[src/rtl/reg_hazard_ctrl.sv]
// Register-file hazard/forwarding controller beside ID: tracks EX/MEM producers,
// raises the ID interlock and picks the EX-stage operand source per read port.

module reg_hazard_src #(
  parameter bit FORWARDING = 1'b1
) (
  input  logic       i_used,
  input  logic [3:0] i_id,
  input  logic       i_exVld,
  input  logic [3:0] i_exId,
  input  logic       i_exLd,
  input  logic       i_memVld,
  input  logic [3:0] i_memId,
  output logic       o_req,
  output logic [1:0] o_sel
);
  logic w_exHit, w_memHit;

  assign w_exHit  = i_used & i_exVld  & (i_exId  == i_id);
  assign w_memHit = i_used & i_memVld & (i_memId == i_id);

  // EX checked first so the newest producer wins; a load in EX is not ready yet
  assign o_req = FORWARDING ? (w_exHit & i_exLd) : (w_exHit | w_memHit);
  assign o_sel = !FORWARDING ? 2'b00 :
                 w_exHit     ? (i_exLd ? 2'b00 : 2'b01) :
                 w_memHit    ? 2'b10 : 2'b00;
endmodule

module reg_hazard_ctrl #(
  parameter bit FORWARDING = 1'b1,
  parameter int CNT_W      = 16
) (
  input  logic             CLK,
  input  logic             RST,
  input  logic             issueValid,
  input  logic             srcAUsed,
  input  logic [1:0]       srcASpec,
  input  logic [2:0]       srcAIdx,
  input  logic             srcBUsed,
  input  logic [2:0]       srcBIdx,
  input  logic             dstWrite,
  input  logic [1:0]       dstSpec,
  input  logic [2:0]       dstIdx,
  input  logic             dstIsLoad,
  input  logic             flush,
  input  logic             hold,
  output logic             stall,
  output logic [1:0]       fwdSelA,
  output logic [1:0]       fwdSelB,
  output logic [CNT_W-1:0] stallCount
);
  localparam int NUM_PORTS = 2;

  typedef struct packed {
    logic       vld;
    logic [3:0] id;
    logic       ld;
  } slot_t;

  function automatic logic [3:0] f_regId(input logic [1:0] spec, input logic [2:0] idx);
    case (spec)
      2'b00:   return {1'b0, idx};
      2'b01:   return 4'd8;
      2'b10:   return 4'd9;
      default: return 4'd10;
    endcase
  endfunction

  slot_t            r_ex;
  logic             r_memVld;
  logic [3:0]       r_memId;
  logic [CNT_W-1:0] r_cnt;

  logic [NUM_PORTS-1:0]      w_used;
  logic [NUM_PORTS-1:0][3:0] w_id;
  logic [NUM_PORTS-1:0]      w_req;
  logic [NUM_PORTS-1:0][1:0] w_sel;
  logic                      w_stall;

  assign w_used = {srcBUsed, srcAUsed};
  assign w_id   = {{1'b0, srcBIdx}, f_regId(srcASpec, srcAIdx)};

  generate
    for (genvar p = 0; p < NUM_PORTS; p++) begin : g_port
      reg_hazard_src #(.FORWARDING(FORWARDING)) u_src (
        .i_used  (w_used[p]),
        .i_id    (w_id[p]),
        .i_exVld (r_ex.vld),
        .i_exId  (r_ex.id),
        .i_exLd  (r_ex.ld),
        .i_memVld(r_memVld),
        .i_memId (r_memId),
        .o_req   (w_req[p]),
        .o_sel   (w_sel[p])
      );
    end
  endgenerate

  assign w_stall    = issueValid & ~flush & (|w_req);
  assign stall      = w_stall;
  assign fwdSelA    = w_sel[0];
  assign fwdSelB    = w_sel[1];
  assign stallCount = r_cnt;

  always_ff @(posedge CLK or posedge RST) begin
    if (RST) begin
      r_ex     <= '0;
      r_memVld <= 1'b0;
      r_memId  <= '0;
      r_cnt    <= '0;
    end else if (!hold) begin
      r_memVld <= r_ex.vld;
      r_memId  <= r_ex.id;
      // a squashed or interlocked ID slot enters EX as a bubble
      r_ex     <= '{vld: issueValid & dstWrite & ~flush & ~w_stall,
                    id:  f_regId(dstSpec, dstIdx),
                    ld:  dstIsLoad};
      if (w_stall && r_cnt != {CNT_W{1'b1}})
        r_cnt <= r_cnt + 1'b1;
    end
  end
endmodule

[config.mk]
export PLATFORM = sky130hd
export DESIGN_NAME = reg_hazard_ctrl
export DESIGN_NICKNAME = d
export VERILOG_FILES = /design/src/rtl/reg_hazard_ctrl.sv
export SDC_FILE = /design/constraint.sdc
export NUM_CORES = 1
export LEC_CHECK = 0
export ABC_AREA = 1
export CORE_UTILIZATION = 48
export DETAILED_ROUTE_END_ITERATION = 10
export PLACE_DENSITY = 0.85
export RECOVER_POWER = 100
export SYNTH_ARGS = -nofsm -noshare
export SYNTH_HDL_FRONTEND = slang
export SYNTH_HIERARCHICAL = 1
export SYNTH_SLANG_ARGS = --single-unit
[constraint.sdc]
create_clock -name CLK -period 2.9 [get_ports CLK]
set_input_delay 0.435 -clock CLK [delete_from_list [all_inputs] [get_ports CLK]]
set_output_delay 0.435 -clock CLK [all_outputs]
set_load 0.05 [all_outputs]
### Yosys cells after proc, flatten, opt, wreduce, memory -nomap -nowiden

Cells that the tools add are included.

* flip-flop bits (word level): 27
* input port bits: 22

* add/sub/neg operators: 1
* eq/ne operators: 9
* muxes and demuxes: 7
* bitwise logic cells: 18
* reductions and logical operators: 5

Operators by type and width (number)
* $pmux 4 s3: 2
* $add 16x1->16 const B: 1
* $ne 16x16->1 const B: 1
* $and 1x1->1: 15
* $eq 4x3->1: 2
* $eq 4x4->1: 2
* $mux 2: 4
* $eq 2x1->1 const B: 2
* $eq 2x2->1 const B: 2
* $logic_not 2->1: 2
* $not 1->1: 3
* $reduce_and 2->1: 1
* $reduce_or 2->1: 1
* $logic_and 1x1->1: 1
* $mux 1: 1

### Depth between registers and ports, before layout

Gate-level depths: netlist (run 1).

* word-level depth: 9
* depth in mapped cells: 16
* gate-level depth less buffers: 15

### Modules after synthesis

The synthesis (run 1) kept the hierarchy.

By module, submodules not included
* reg_hazard_ctrl: times used 1, cells each 210, area each 1520.2 µm²
* reg_hazard_src: times used 2, cells each 48, area each 190.2 µm²

### Worst setup path before layout (run 1)

OpenSTA, ideal clock, no wires.

* path type: input -> output
* start: input srcASpec[1]
* end: output fwdSelA[0]
* data arrival time: 1.976 ns
* setup slack: 0.489 ns
* cell stages on the path: 9
* buffers on the path: 0
* path through: inv_1 ha_1 o21ai_0 inv_1 nand2_1 nand2_1 nor2_1 nand3_1 nor2_1

RTL lines
* start, declared: line 37 `input logic [1:0] srcASpec,`
* end, declared: line 48 `output logic [1:0] fwdSelA,`

==> run metrics, run 1 <==
endpoint class of the critical path primary output; Req. time, crit path 2.47 ns; area grow syn2layout 28.4%; share of flip-flops with an asynchronous set or reset 100%; Peak Freq 357 MHz; gpl congestion 0.913; initial antenna violation count 0; ys flop type dfrtp_1; Seq/Total Area, Yosys 35.5%; #FFs+latches synth 27; CP Class in -> out; cell area after synthesis 0.00190 mm2; Max-cap violations 0; Die Y 64.9 um; Placed Area 0.00241 mm2; Clock Tree Buf Depth 2; design area 0.00244 mm2; largest cells by area after synthesis dfrtp_1 (36%), nand2_1 (25%), inv_1 (8.9%); DRT iter0 DRCs 140; Synth top area share 35.5%; die footprint 0.00422 mm2; WP buf/inv 5; TritonCTS clock tree yes; CTS buffer count 3; max_slew headroom 2.69%; GRT Util Overall 23.2%; VDD IR max 234 uV; Clock Tree Root clkbuf_8; via count 2036; skew final 0.00423 ns; crit-path max FO 5; detailed placer's ending HPWL 3490 um; number of detailed-route iterations in the first pass 5; gr ovfl total 0; Power Density 319 mW/mm2; dominant cell by count in the synthesized netlist nand2_1; delay-heaviest family, CP buffers and inverters; ANT nets after route 0; NumNets Final 381; EDFF count, synth 0; most area-hungry cell type in the Yosys netlist dfrtp_1; Finished Layout Cells 403; total power 0.000778 W; DRC Markers 0; Placed Instances 397; die width 64.9 um; Worst-path clk slew 0.09 ns; Ys Warns 6; worst min-delay path class reg -> reg; Leak Pwr 1.31 nW; routed vias/inst 5.05; Critical Path Max Stage Delay 0.45 ns; total core area 0.00372 mm2; # IOs 43; Synth cell types 24; status completed; share of layout cells above drive strength 1 7.89%; hold_ws 0.527 ns; routed length per placed instance 11.8 um; count of final setup violators 0; Synth top cells by count nand2_1 (127), inv_1 (45), nor2_1 (35), dfrtp_1 (27), nand3_1 (17); number of diodes 0; Tmin final 2.80 ns; fillers 337; critical-path cell list clkdlybuf4s50_1, inv_1, ha_1, nand2_1, o21ai_2, buf_4, nand2_1, nand2_1, nor2_1, nand3_2, nor2_2, o21ai_2, inv_2, buf_12; CP most frequent cell nand2_1; Hold Vio Cnt, Final 0; Routed WL 4760 um; synthesized instance count 306; clock sinks 27; slowest CP cell clkdlybuf4s50_1; # port buffers 42; worst slew pin tran 1.46 ns; CP arrival 2.36 ns; FP Rows 22; period utilization 96.5%; vias in the first global route 1841; Final Max Slew Viols 0; startpoint types input pin; first-pass GRT wire length 7590 um; worst-skew pair later-pin latency 0.28 ns; Syn Area/Cell 6.21 um2; largest net degree at the start of global routing 28; CTS H-tree lvls 1; starting density of the core 51.1%
[tightest hold or removal path: cells and delay by family, from the launching register on]
family | cells | cell delay [ns]
flops | 1 | 0.38
simple gates | 1 | 0.06
compound gates | 1 | 0.06
[power by group]
group	internal (W)	switching, W	leakage, nW	total, W
sequential	0.000391	0.0000225	0.359	0.000414
clock	0.0000987	0.000120	0.0228	0.000219
combinational	0.0000626	0.0000829	0.929	0.000145
total	0.000553	0.000225	1.31	0.000778
[logic make-up after synthesis]
kind of cell / after synthesis / synth area share, %
flops: 27 / 35.5
buf+inv: 52 / 10.7
compound gates: 20 / 5.60
fa+ha+maj: 3 / 1.98
other cells: 1 / 0.197
xor+xnor: 8 / 3.69
simple gates: 195 / 42.3
[state kept, by name, indices dropped and copies added (netlist names)]
register / cells
r_ex: 6
r_memId: 4
r_memVld: 1
stallCount: 16
[final timing paths]
kind	from	end	slack, ns	depth (start not counted)
min reg2reg	r_memVld	r_memVld	0.53	2
min in group asynchronous	RST	stallCount[9]	1.11	3
min	r_memVld	r_memVld	0.53	2
max reg2reg	r_ex[3]	stallCount[14]	0.89	12
max in group asynchronous	RST	r_memVld	0.93	3
max	srcASpec[1]	stall	0.10	14
[metrics by stage]
stage	TNS [ns]	util, %	setup slack, ns
floorplan	0	-	0.489
global placement	0	64.9	0.0861
detailed placement	0	64.9	0.0111
CTS	0	66.1	0.0880
global route	-0.0523	65.7	-0.0196
finish	0	65.7	0.102
[routing by layer]
| metal | wire [um] | vias to the layer above | track usage, % |
|---|---|---|---|
| met5 | 0 | - | 0 |
| met4 | 114 | 0 | 11.9 |
| met3 | 268 | 13 | 2.29 |
| met2 | 2370 | 77 | 40.6 |
| met1 | 2000 | 927 | 27.7 |
| li1 | - | 1019 | - |
[placed cells by master (no fill, tap or decap)]
master,count
clkbuf_4,1
inv_1,43
nor2_4,1
nor2_2,4
nor3_1,1
ha_1,3
clkbuf_8,3
nand3b_1,1
dfrtp_1,27
xnor2_1,5
inv_2,5
nand3_2,1
o21ai_1,1
nand3_1,16
buf_4,3
nand4_1,6
o21ai_2,2
conb_1,3
clkbuf_1,4
clkbuf_2,2
buf_12,1
xor2_1,3
o21ai_0,9
a21oi_1,7
o211ai_1,1
nand2_1,126
dlygate4sd3_1,18
nand2_2,5
nor2_1,34
clkdlybuf4s50_1,19
[area by class of cell]
class	count	area, um2	area share (%)
Timing Repair Buffer	47	442	18.1
Tap cell	48	60.1	2.46
Multi-Input combinational cell	229	1040	42.5
Inverter	48	180	7.38
Sequential cell	27	676	27.7
Clock buffer	4	45.0	1.85
[repair_timing]
item | in CTS | in global routing
pin swaps | 0 | 5
setup endpoints to repair | 1 | 1
buffers inserted | 0 | 2
gates resized for setup | 1 | 8
hold buffers | 0 | 0
(Power assumes the default switching activity.)
==> run 2, diff against run 1 <==
- SKIP_CTS_REPAIR_TIMING: unset -> 1
==> results of run 2 <==
No change in the layout: final DEF, timing and power equal those of run 1.
==> RTL change 1 (settings of run 2) <==
`FORWARDING` is set to 1'b1 in 2 places; all go to 1'b0.
--- a/src/rtl/reg_hazard_ctrl.sv
+++ b/src/rtl/reg_hazard_ctrl.sv
@@ -2,7 +2,7 @@
 // raises the ID interlock and picks the EX-stage operand source per read port.
 
 module reg_hazard_src #(
-  parameter bit FORWARDING = 1'b1
+  parameter bit FORWARDING = 1'b0
 ) (
   input  logic       i_used,
   input  logic [3:0] i_id,
@@ -27,7 +27,7 @@
 endmodule
 
 module reg_hazard_ctrl #(
-  parameter bit FORWARDING = 1'b1,
+  parameter bit FORWARDING = 1'b0,
   parameter int CNT_W      = 16
 ) (
   input  logic             CLK,
Check against the original RTL: not equivalent (a bounded check fails within 4 cycles, from zero or initial values and one cycle with RST high).
==> RTL change 1 against run 2 <==
Count of clock-buffer cells in the layout fell by 1; critical path depth fell by 1; largest power group unchanged; synthesized area fell by 3.0%; maximum frequency rose by 7.2%; sequential cell count fell by 1; via count fell by 9.0%; final area fell by 5.2%; core utilization fell by 2.5 points; clock power fell by 8%; first-iteration DRC count fell by 24%; power fell by 0.88%; setup slack improved by 0.19 ns; routed wire length fell by 15%.
==> RTL change 1: results <==
INSERT INTO impl_metrics (metric_group, metric, value, unit) VALUES
('outcome', 'run_status', 'complete, no violations', ''),
('drt', 'avgRoutedWirePerCell', '10.6', 'microns'),
('power_and_ir_drop', 'worst_vdd_ir', '0.268', 'mV'),
('global_routing', 'grt_overall_usage', '22.0', '%'),
('drt', 'number_of_iterations_in_the_first_detailed_routing_pass', '4', ''),
('cts', 'htreeDepth', '1', ''),
('placement', 'detailed_place_hpwl', '2980', 'microns'),
('layout', 'layout.nets', '363', ''),
('global_routing', 'largest_net_degree_at_the_start_of_global_routing', '27', ''),
('drt', 'initialDrtViolationCount', '107', ''),
('global_routing', 'number_of_global_route_vias_before_repair', '1723', ''),
('power_and_ir_drop', 'power.static_leakage', '1.26', 'nW'),
('placement', 'io_buffer_count', '37', ''),
('setup_path', 'worst-path-max-fanout', '3', ''),
('global_routing', 'grt_first_pass_wirelength', '7220', 'microns'),
('power_and_ir_drop', 'switching_share', '30.2', '%'),
('setup_path', 'cp.arrival', '2.18', 'ns'),
('timing', 'maximum_clock_skew_at_final_layout', '0.00499', 'ns'),
('timing', 'relSlewSlack', '7.27', '%'),
('layout', 'final_layout_size_suffix_gt1_share', '4.76', '%');
RTL change 1: metrics by stage:
step                setup WS, ns  instances  instance area, sq um  power (mW)
floorplan                  0.715        299                  1860       0.519
detailed placement        0.0674        380                  2270       0.580
finish                     0.290        384                  2310       0.771
global route              0.0615        384                  2310       0.809
global placement           0.146        380                  2270       0.575
CTS                       0.0592        383                  2310       0.778
RTL change 1: layout make-up:
cell class	instances	area (sq um)	area share [%]
multi-input cells	221	985	42.6
flip-flops and latches	26	651	28.1
repair buffers	42	410	17.7
inverters	44	165	7.14
well taps	48	60.1	2.60
clock buffers	3	41.3	1.79
RTL change 1: final timing paths:
check | from | endpoint | slack [ns] | cells past startpoint
max | srcASpec[0] | stall | 0.29 | 13
min | r_memVld | r_memVld | 0.53 | 2
max reg2reg | r_ex[1] | stallCount[15] | 1.06 | 12
min reg2reg | r_memVld | r_memVld | 0.53 | 2
max in group asynchronous | RST | stallCount[4] | 1.03 | 3
min in group asynchronous | RST | stallCount[1] | 1.06 | 3
RTL change 1: worst register-to-register path, delay by kind of cell (launching register included):
kind	cells	cell delay, ns
compound gates	1	0.07
buf+inv	2	0.21
flops	1	0.46
simple gates	9	1.01
RTL change 1: power groups by stage:
stage | Clock (mW) | Sequential [mW] | Combinational (mW)
floorplan | 0 | 0.422 | 0.0963
global placement | 0 | 0.411 | 0.164
detailed placement | 0 | 0.411 | 0.168
CTS | 0.204 | 0.404 | 0.170
global route | 0.214 | 0.407 | 0.187
finish | 0.202 | 0.404 | 0.166
RTL change 1: layer usage:
metal,GRT usage [%],routed length [microns]
met1,29.5,1920
met2,36.2,1900
met3,1.96,178
met4,9.66,67
met5,0,0
==> RTL change 2 (flow settings as in run 2) <==
Made on the original files. Register the output `stallCount` once more, with the module's reset; this adds one clock of latency there. The other outputs are not delayed to match.
--- a/src/rtl/reg_hazard_ctrl.sv
+++ b/src/rtl/reg_hazard_ctrl.sv
@@ -100,7 +100,13 @@
   assign stall      = w_stall;
   assign fwdSelA    = w_sel[0];
   assign fwdSelB    = w_sel[1];
-  assign stallCount = r_cnt;
+  always_ff @(posedge CLK or posedge RST) begin
+    if (RST) begin
+      stallCount <= '0;
+    end else begin
+      stallCount <= r_cnt;
+    end
+  end
 
   always_ff @(posedge CLK or posedge RST) begin
     if (RST) begin
Check against the original RTL: not equivalent (Yosys sat finds a counterexample within 4 cycles, from zero or initial values and one cycle with RST high).
==> RTL change 2 against run 2 <==
Routed wire length is 6.9% higher; synthesized area is 21% higher; sequential cell count is 16 higher; the flow now finishes with violations (DRC); power is 49% higher; die area is 21% higher; non-clock buffer count is 3 higher; core utilization is 0.14 points higher; register-to-register slack worse by 0.31 ns; setup slack better by 0.16 ns; final area is 21% higher; highest routed layer unchanged; combinational power is 7% higher.
==> RTL change 2: results <==
INSERT INTO impl_metrics (metric_group, metric, value, unit) VALUES
('outcome', 'failing_checks', 'DRC', ''),
('placement', 'detailed_place_hpwl', '3700', 'microns'),
('outcome', 'run_status', 'finished with violations', ''),
('global_routing', 'number_of_global_route_vias_before_repair', '2065', ''),
('setup_path', 'r2r_slack', '0.58', 'ns'),
('drt', 'avgRoutedWirePerCell', '11.6', 'microns'),
('power_and_ir_drop', 'power.static_leakage', '1.54', 'nW'),
('drt', 'detail_route.drc_violations', '4', ''),
('setup_path', 'cp_max_stage_delay', '0.48', 'ns'),
('global_routing', 'largest_net_degree_at_the_start_of_global_routing', '44', ''),
('cts', 'htreeDepth', '2', ''),
('synth', 'compound_gate_fraction_of_synth_area', '3.47', '%'),
('cts', 'clock_network_latency_to_the_later_pin_of_the_worst_skew_pair', '0.30', 'ns'),
('placement', 'placed_inst_area', '0.00285', 'sq mm'),
('setup_path', 'crit-reg2reg-capture', 'r_cnt[11]', ''),
('synth', 'synth.yosys.seq_area_share', '46.6', '%'),
('layout', 'final_layout_size_suffix_gt1_share', '8.31', '%'),
('synth', 'post_synth_fa_ha_maj_area_fraction', '1.63', '%'),
('power_and_ir_drop', 'switching_share', '26.6', '%'),
('cts', 'cts-buffers-inserted', '5', '');
==> RTL change 2: cell types whose count changed after synthesis, moves of 2 or more <==
| cell | run 2 | this run |
|---|---|---|
| dfrtp_1 | 27 | 43 |
| inv_1 | 45 | 56 |
| nand2_1 | 127 | 122 |
| nand3_1 | 17 | 26 |
| nor2_1 | 35 | 39 |
| xnor2_1 | 5 | 1 |
| xor2_1 | 3 | 1 |
==> RTL change 2: routing by layer <==
metal	vias up	global-route usage [%]	wire (microns)
met1	983	24.8	2170
met4	0	10.2	87
li1	1093	-	-
met5	-	0	0
met2	63	38.8	2580
met3	9	3.94	250
==> RTL change 2: layout make-up <==
class	instances	area share (%)
sequential	43	36.5
multi-input combinational	226	34.6
timing repair buffer	50	16.4
inverter	58	7.39
clock buffer	6	2.46
tap	52	2.21
clock inverter	2	0.425
==> RTL change 2: how the worst max path moves through the flow <==
stage | startpoint | endpoint | slack [ns] | cells after the start
2_1_floorplan | srcASpec[1] | r_cnt[3] | 0.20 | 17
3_3_place_gp | srcASpec[0] | stall | -0.009 | 14
3_5_place_dp | srcASpec[0] | stall | -0.15 | 14
4_1_cts | srcASpec[0] | stall | -0.16 | 14
5_1_grt | srcAIdx[1] | r_cnt[10] | 0.11 | 17
6_report | srcAIdx[1] | fwdSelA[0] | 0.26 | 11
==> RTL change 2: power groups by stage <==
stage / clock, mW / sequential, mW / combinational, mW
2_1_floorplan: 0 / 0.646 / 0.0859
3_3_place_gp: 0 / 0.649 / 0.139
3_5_place_dp: 0 / 0.649 / 0.145
4_1_cts: 0.373 / 0.638 / 0.146
5_1_grt: 0.397 / 0.641 / 0.176
6_report: 0.366 / 0.638 / 0.155
